--- src/rtl/fp16_mul_normround.sv ---
// fp16_mul_normround: normalize/round back end of the FP16 multiplier.
// Stage 1 normalizes the 13-bit mantissa product and rebiases the exponent.
// Stage 2 applies round-to-nearest-even, packs binary16 and raises of/uf/nx.
// Both stages form a valid/ready pipeline that buffers at most two beats.
// Subnormal results are flushed to zero.
// Build option: define FP16_MUL_SAT_EN to saturate finite overflow to
// +/-max finite (7BFF) instead of producing +/-inf.

module fp16_mul_normround #(
  parameter int EXP_W  = 5,
  parameter int FRAC_W = 10,
  parameter int BIAS   = 15
) (
  input  logic             clk,
  input  logic             nRST,
  input  logic             in_valid,
  output logic             in_ready,
  input  logic             in_sign,
  input  logic [EXP_W:0]   in_exp_sum,
  input  logic [1:0]       in_class,
  input  logic [12:0]      in_mant,
  input  logic             in_ovf,
  input  logic             in_sticky,
  output logic             out_valid,
  input  logic             out_ready,
  output logic [15:0]      out_result,
  output logic             out_of,
  output logic             out_uf,
  output logic             out_nx
);

  localparam logic [1:0] CLS_FINITE = 2'b00;
  localparam logic [1:0] CLS_ZERO   = 2'b01;
  localparam logic [1:0] CLS_INF    = 2'b10;
  localparam logic [7:0] BIAS8      = 8'(BIAS);
  localparam logic [7:0] EXP_MAX    = 8'd31;

  // stage 1 registers
  logic              s1_valid;
  logic              s1_sign;
  logic [1:0]        s1_class;
  logic [7:0]        s1_exp;      // two's complement, -13..46
  logic [FRAC_W-1:0] s1_frac;
  logic              s1_guard;
  logic              s1_sticky;

  logic              s2_valid;
  logic              s2_adv;

  // stage 1 next-state values
  logic [FRAC_W-1:0] n_frac;
  logic              n_guard;
  logic              n_sticky;
  logic [7:0]        n_exp;

  // stage 2 next-state values
  logic              round_up;
  logic [FRAC_W:0]   frac_inc;
  logic [7:0]        exp_rnd;
  logic              exp_le0;
  logic [15:0]       r_result;
  logic              r_of;
  logic              r_uf;
  logic              r_nx;

  assign s2_adv   = !s2_valid || out_ready;
  assign in_ready = nRST && (!s1_valid || s2_adv);
  assign out_valid = s2_valid;

  // Normalize: a set overflow bit means the product is in [2,4), shift one more.
  always_comb begin
    n_frac   = in_mant[11:2];
    n_guard  = in_mant[1];
    n_sticky = in_mant[0] | in_sticky;
    if (in_ovf) begin
      n_frac   = in_mant[12:3];
      n_guard  = in_mant[2];
      n_sticky = in_mant[1] | in_mant[0] | in_sticky;
    end
    n_exp = 8'(in_exp_sum) + {7'b0, in_ovf} - BIAS8;
  end

  // Round to nearest even, then classify and pack the binary16 result.
  always_comb begin
    round_up = s1_guard & (s1_sticky | s1_frac[0]);
    frac_inc = {1'b0, s1_frac} + {{FRAC_W{1'b0}}, round_up};
    // carry-out leaves the low fraction bits at zero, so only the exponent moves
    exp_rnd  = s1_exp + {7'b0, frac_inc[FRAC_W]};
    exp_le0  = s1_exp[7] || (s1_exp == 8'd0);
    r_result = 16'h0000;
    r_of     = 1'b0;
    r_uf     = 1'b0;
    r_nx     = 1'b0;
    case (s1_class)
      CLS_FINITE: begin
        if (exp_le0) begin
          r_result = {s1_sign, 15'h0000};
          r_uf     = 1'b1;
          r_nx     = 1'b1;
        end else if (exp_rnd >= EXP_MAX) begin
`ifdef FP16_MUL_SAT_EN
          r_result = {s1_sign, 15'h7BFF};
`else
          r_result = {s1_sign, 15'h7C00};
`endif
          r_of     = 1'b1;
          r_nx     = 1'b1;
        end else begin
          r_result = {s1_sign, exp_rnd[EXP_W-1:0], frac_inc[FRAC_W-1:0]};
          r_nx     = s1_guard | s1_sticky;
        end
      end
      CLS_ZERO: r_result = {s1_sign, 15'h0000};
      CLS_INF:  r_result = {s1_sign, 15'h7C00};
      default:  r_result = 16'h7E00;
    endcase
  end

  // Stage 1: capture a normalized beat whenever the stage is empty or draining.
  always_ff @(posedge clk) begin
    if (!nRST) begin
      s1_valid  <= 1'b0;
      s1_sign   <= 1'b0;
      s1_class  <= 2'b00;
      s1_exp    <= 8'd0;
      s1_frac   <= '0;
      s1_guard  <= 1'b0;
      s1_sticky <= 1'b0;
    end else if (!s1_valid || s2_adv) begin
      s1_valid <= in_valid;
      if (in_valid) begin
        s1_sign   <= in_sign;
        s1_class  <= in_class;
        s1_exp    <= n_exp;
        s1_frac   <= n_frac;
        s1_guard  <= n_guard;
        s1_sticky <= n_sticky;
      end
    end
  end

  // Stage 2: register the packed result; hold it while the consumer stalls.
  always_ff @(posedge clk) begin
    if (!nRST) begin
      s2_valid   <= 1'b0;
      out_result <= 16'h0000;
      out_of     <= 1'b0;
      out_uf     <= 1'b0;
      out_nx     <= 1'b0;
    end else if (s2_adv) begin
      s2_valid <= s1_valid;
      if (s1_valid) begin
        out_result <= r_result;
        out_of     <= r_of;
        out_uf     <= r_uf;
        out_nx     <= r_nx;
      end
    end
  end

endmodule

--- config.mk ---
export PLATFORM = sky130hd
export DESIGN_NAME = fp16_mul_normround
export DESIGN_NICKNAME = d
export VERILOG_FILES = /design/src/rtl/fp16_mul_normround.sv
export SDC_FILE = /design/constraint.sdc
export NUM_CORES = 1
export LEC_CHECK = 0
export CAP_MARGIN = 15
export CORE_ASPECT_RATIO = 1.75
export CORE_MARGIN = 2
export CORE_UTILIZATION = 45
export DETAILED_ROUTE_END_ITERATION = 10
export PLACE_DENSITY = 0.8
export SKIP_CTS_REPAIR_TIMING = 1
export SYNTH_ARGS = -nofsm -noshare
export SYNTH_HDL_FRONTEND = slang
export SYNTH_SLANG_ARGS = --single-unit
--- constraint.sdc ---
create_clock -name clk -period 3.37 [get_ports clk]
set_input_delay 0.8425 -clock clk [delete_from_list [all_inputs] [get_ports clk]]
set_output_delay 0.8425 -clock clk [all_outputs]
set_load 0.02 [all_outputs]
==> flow_summary.yaml <==
sta:
  finalSetupViolations: 0
  tightestPinTransition_ps: 739
  final.setup_skew_ps: 6.48
  rsz0062_at_grt: "false"
  fmax_mhz: 331
  slew_violations: 0
  post-route-min-period_ps: 3020
  hold_slack_ps: 458
  setup_tns_ps: 0
  hold_viol_final: 0
  period_share_pct: 89.5
  max_slew_margin_pct: 50.3
power_and_ir_drop:
  leakage_uw: 0.00109
  power_density_nw_per_um2: 420
  max-vdd-ir-drop_mv: 0.434
final_layout:
  final_common_cell: "clkdlybuf4s50_1"
  fin_nets: 336
  most-common-layout-cells: "48 x clkdlybuf4s50_1, 44 x dfxtp_1, 31 x nor2_1, 22 x nand2_1"
  area_growth_pct: 28.7
  post-route-util_pct: 60.1
  fin_area_sq_um: 2830
  antenna_cells: 0
  layout-drive-gt1-share_pct: 5.33
yosys:
  synth_edf_count: 0
  syn_area_sq_um: 2200
  synth.distinct_cells: 40
  synth_top_cell_area_share_pct: 40.1
  synthCells: 252
  synth_seq_cells: 44
  yosys.area.top_type: "dfxtp_1"
  synth_nets: 289
  ys_warn_count: 0
  synthArstFlopShare_pct: 0
  ys.flop_type: "dfxtp_1"
  ys_seq_area_share_pct: 40.1
  syn_area_per_cell_sq_um: 8.72
  synth.area.top_cells: "dfxtp_1 40%, mux2i_1 5.9%, a211oi_1 5.8%"
die:
  die_h_microns: 96.5
  die_w_microns: 56.8
  die-area_sq_um: 5480
  initial_core_util_pct: 46.7
  core_sq_um: 4710
  rows: 33
  ios: 49
route:
  via_count: 1945
  routed_wl_microns: 4570
  wire_per_inst_microns: 13.0
  drc_errors: 0
  via_per_inst: 5.53
  ant_nets: 0
  dr.first_iter.drc_count: 33
  drtPass1Iterations: 4
global_routing:
  first_global_vias: 1822
  grt_util_all_layers_pct: 17.3
  grt.overflow.total: 0
  grt_start_max_net_pins: 36
  grt_pass1_wl_microns: 7630
  antenna_found_initial: 0
clock_network:
  insertion_delay_ps: 290
  numCtsBuffers: 5
  cts_max_path_buffers: 2
  cts_tree: "yes"
  cts-root-buf: "clkbuf_8"
  clk_pin_slew_ps: 80
  cts_max_level: 2
  clock_sinks: 44
worst_setup_path:
  endpoint_kind: "output pin"
  start_kind: "input pin"
  cp.arrival_ps: 2170
  worstSetupPathType: "in2out"
  cp_max_fo: 2
  required_ps: 2530
status:
  status: "finished, final reports clean"
placement:
  place_hpwl_microns: 3530
  io_buffers: 48
  postPlaceCellArea_sq_um: 2720
  place.gp.congestion: 0.853
flow_run:
  maxCapViolations: 0
min_path:
  hp-class: "reg2reg"
[layout make-up]
class / instances / area (sq um)
fillers: 440 / 1880
multi-input cells: 186 / 1220
flip-flops and latches: 44 / 881
repair buffers: 53 / 518
clock buffers: 5 / 68.8
well taps: 52 / 65.1
clock inverters: 3 / 42.5
inverters: 9 / 33.8
[critical path, cell delays in order]
cell	delay, ps
clkdlybuf4s50_1	510
inv_1	70
a21oi_1	120
clkdlybuf4s50_1	620
[synth_stat cells, types with 6 or more instances]
master    number
nor2_1        31
mux2i_1       13
a21oi_1       17
a211oi_1      17
inv_1          9
clkbuf_1       6
ha_1           9
dfxtp_1       44
nand3_1       10
nand2_1       22
a32o_1         7
xnor2_1       11
nor3_1         6
[metrics by stage]
step / std cells / worst slack, ps / power, uW
floorplan: 252 / 837 / 719
global placement: 344 / 354 / 799
detailed placement: 344 / 359 / 804
CTS: 352 / 335 / 1200
global route: 352 / 155 / 1240
finish: 352 / 353 / 1190
[registers in the layout, summed over array words and instances (netlist names), 2 cells and up]
| signal | count |
|---|---|
| s1_frac | 10 |
| s1_exp | 8 |
| out_result | 16 |
| s1_class | 2 |
[worst paths after layout]
check / slack, ps / end / startpoint / cells past startpoint
max reg2reg: 450 / out_result[7] / s1_guard / 11
min: 460 / out_of / out_of / 2
min reg2reg: 460 / out_of / out_of / 2
max: 350 / in_ready / nRST / 4
[kinds of logic after synthesis]
logic type | share of synthesized area [%]
muxes | 5.92
and+or+nand+nor | 19.4
buffers and inverters | 4.38
AOI/OAI and AO/OA | 18.7
adders and majority gates | 5.12
DFF | 40.1
xor gates and xnor gates | 6.37
[metal layers]
metal / vias up / track usage [%] / wire [microns]
li1: 1006 / - / -
met1: 887 / 18.5 / 1930
met2: 45 / 33.5 / 2430
met3: 7 / 2.40 / 135
met4: 0 / 7.17 / 80
met5: - / 0 / 0
[report_power, final]
| part | leakage, uW | internal [uW] | switching, uW |
|---|---|---|---|
| clock | 0.0000541 | 219 | 178 |
| sequential | 0.000362 | 551 | 30.9 |
| combinational | 0.000669 | 105 | 106 |
Note: power is estimated with default switching activity, not from simulation.
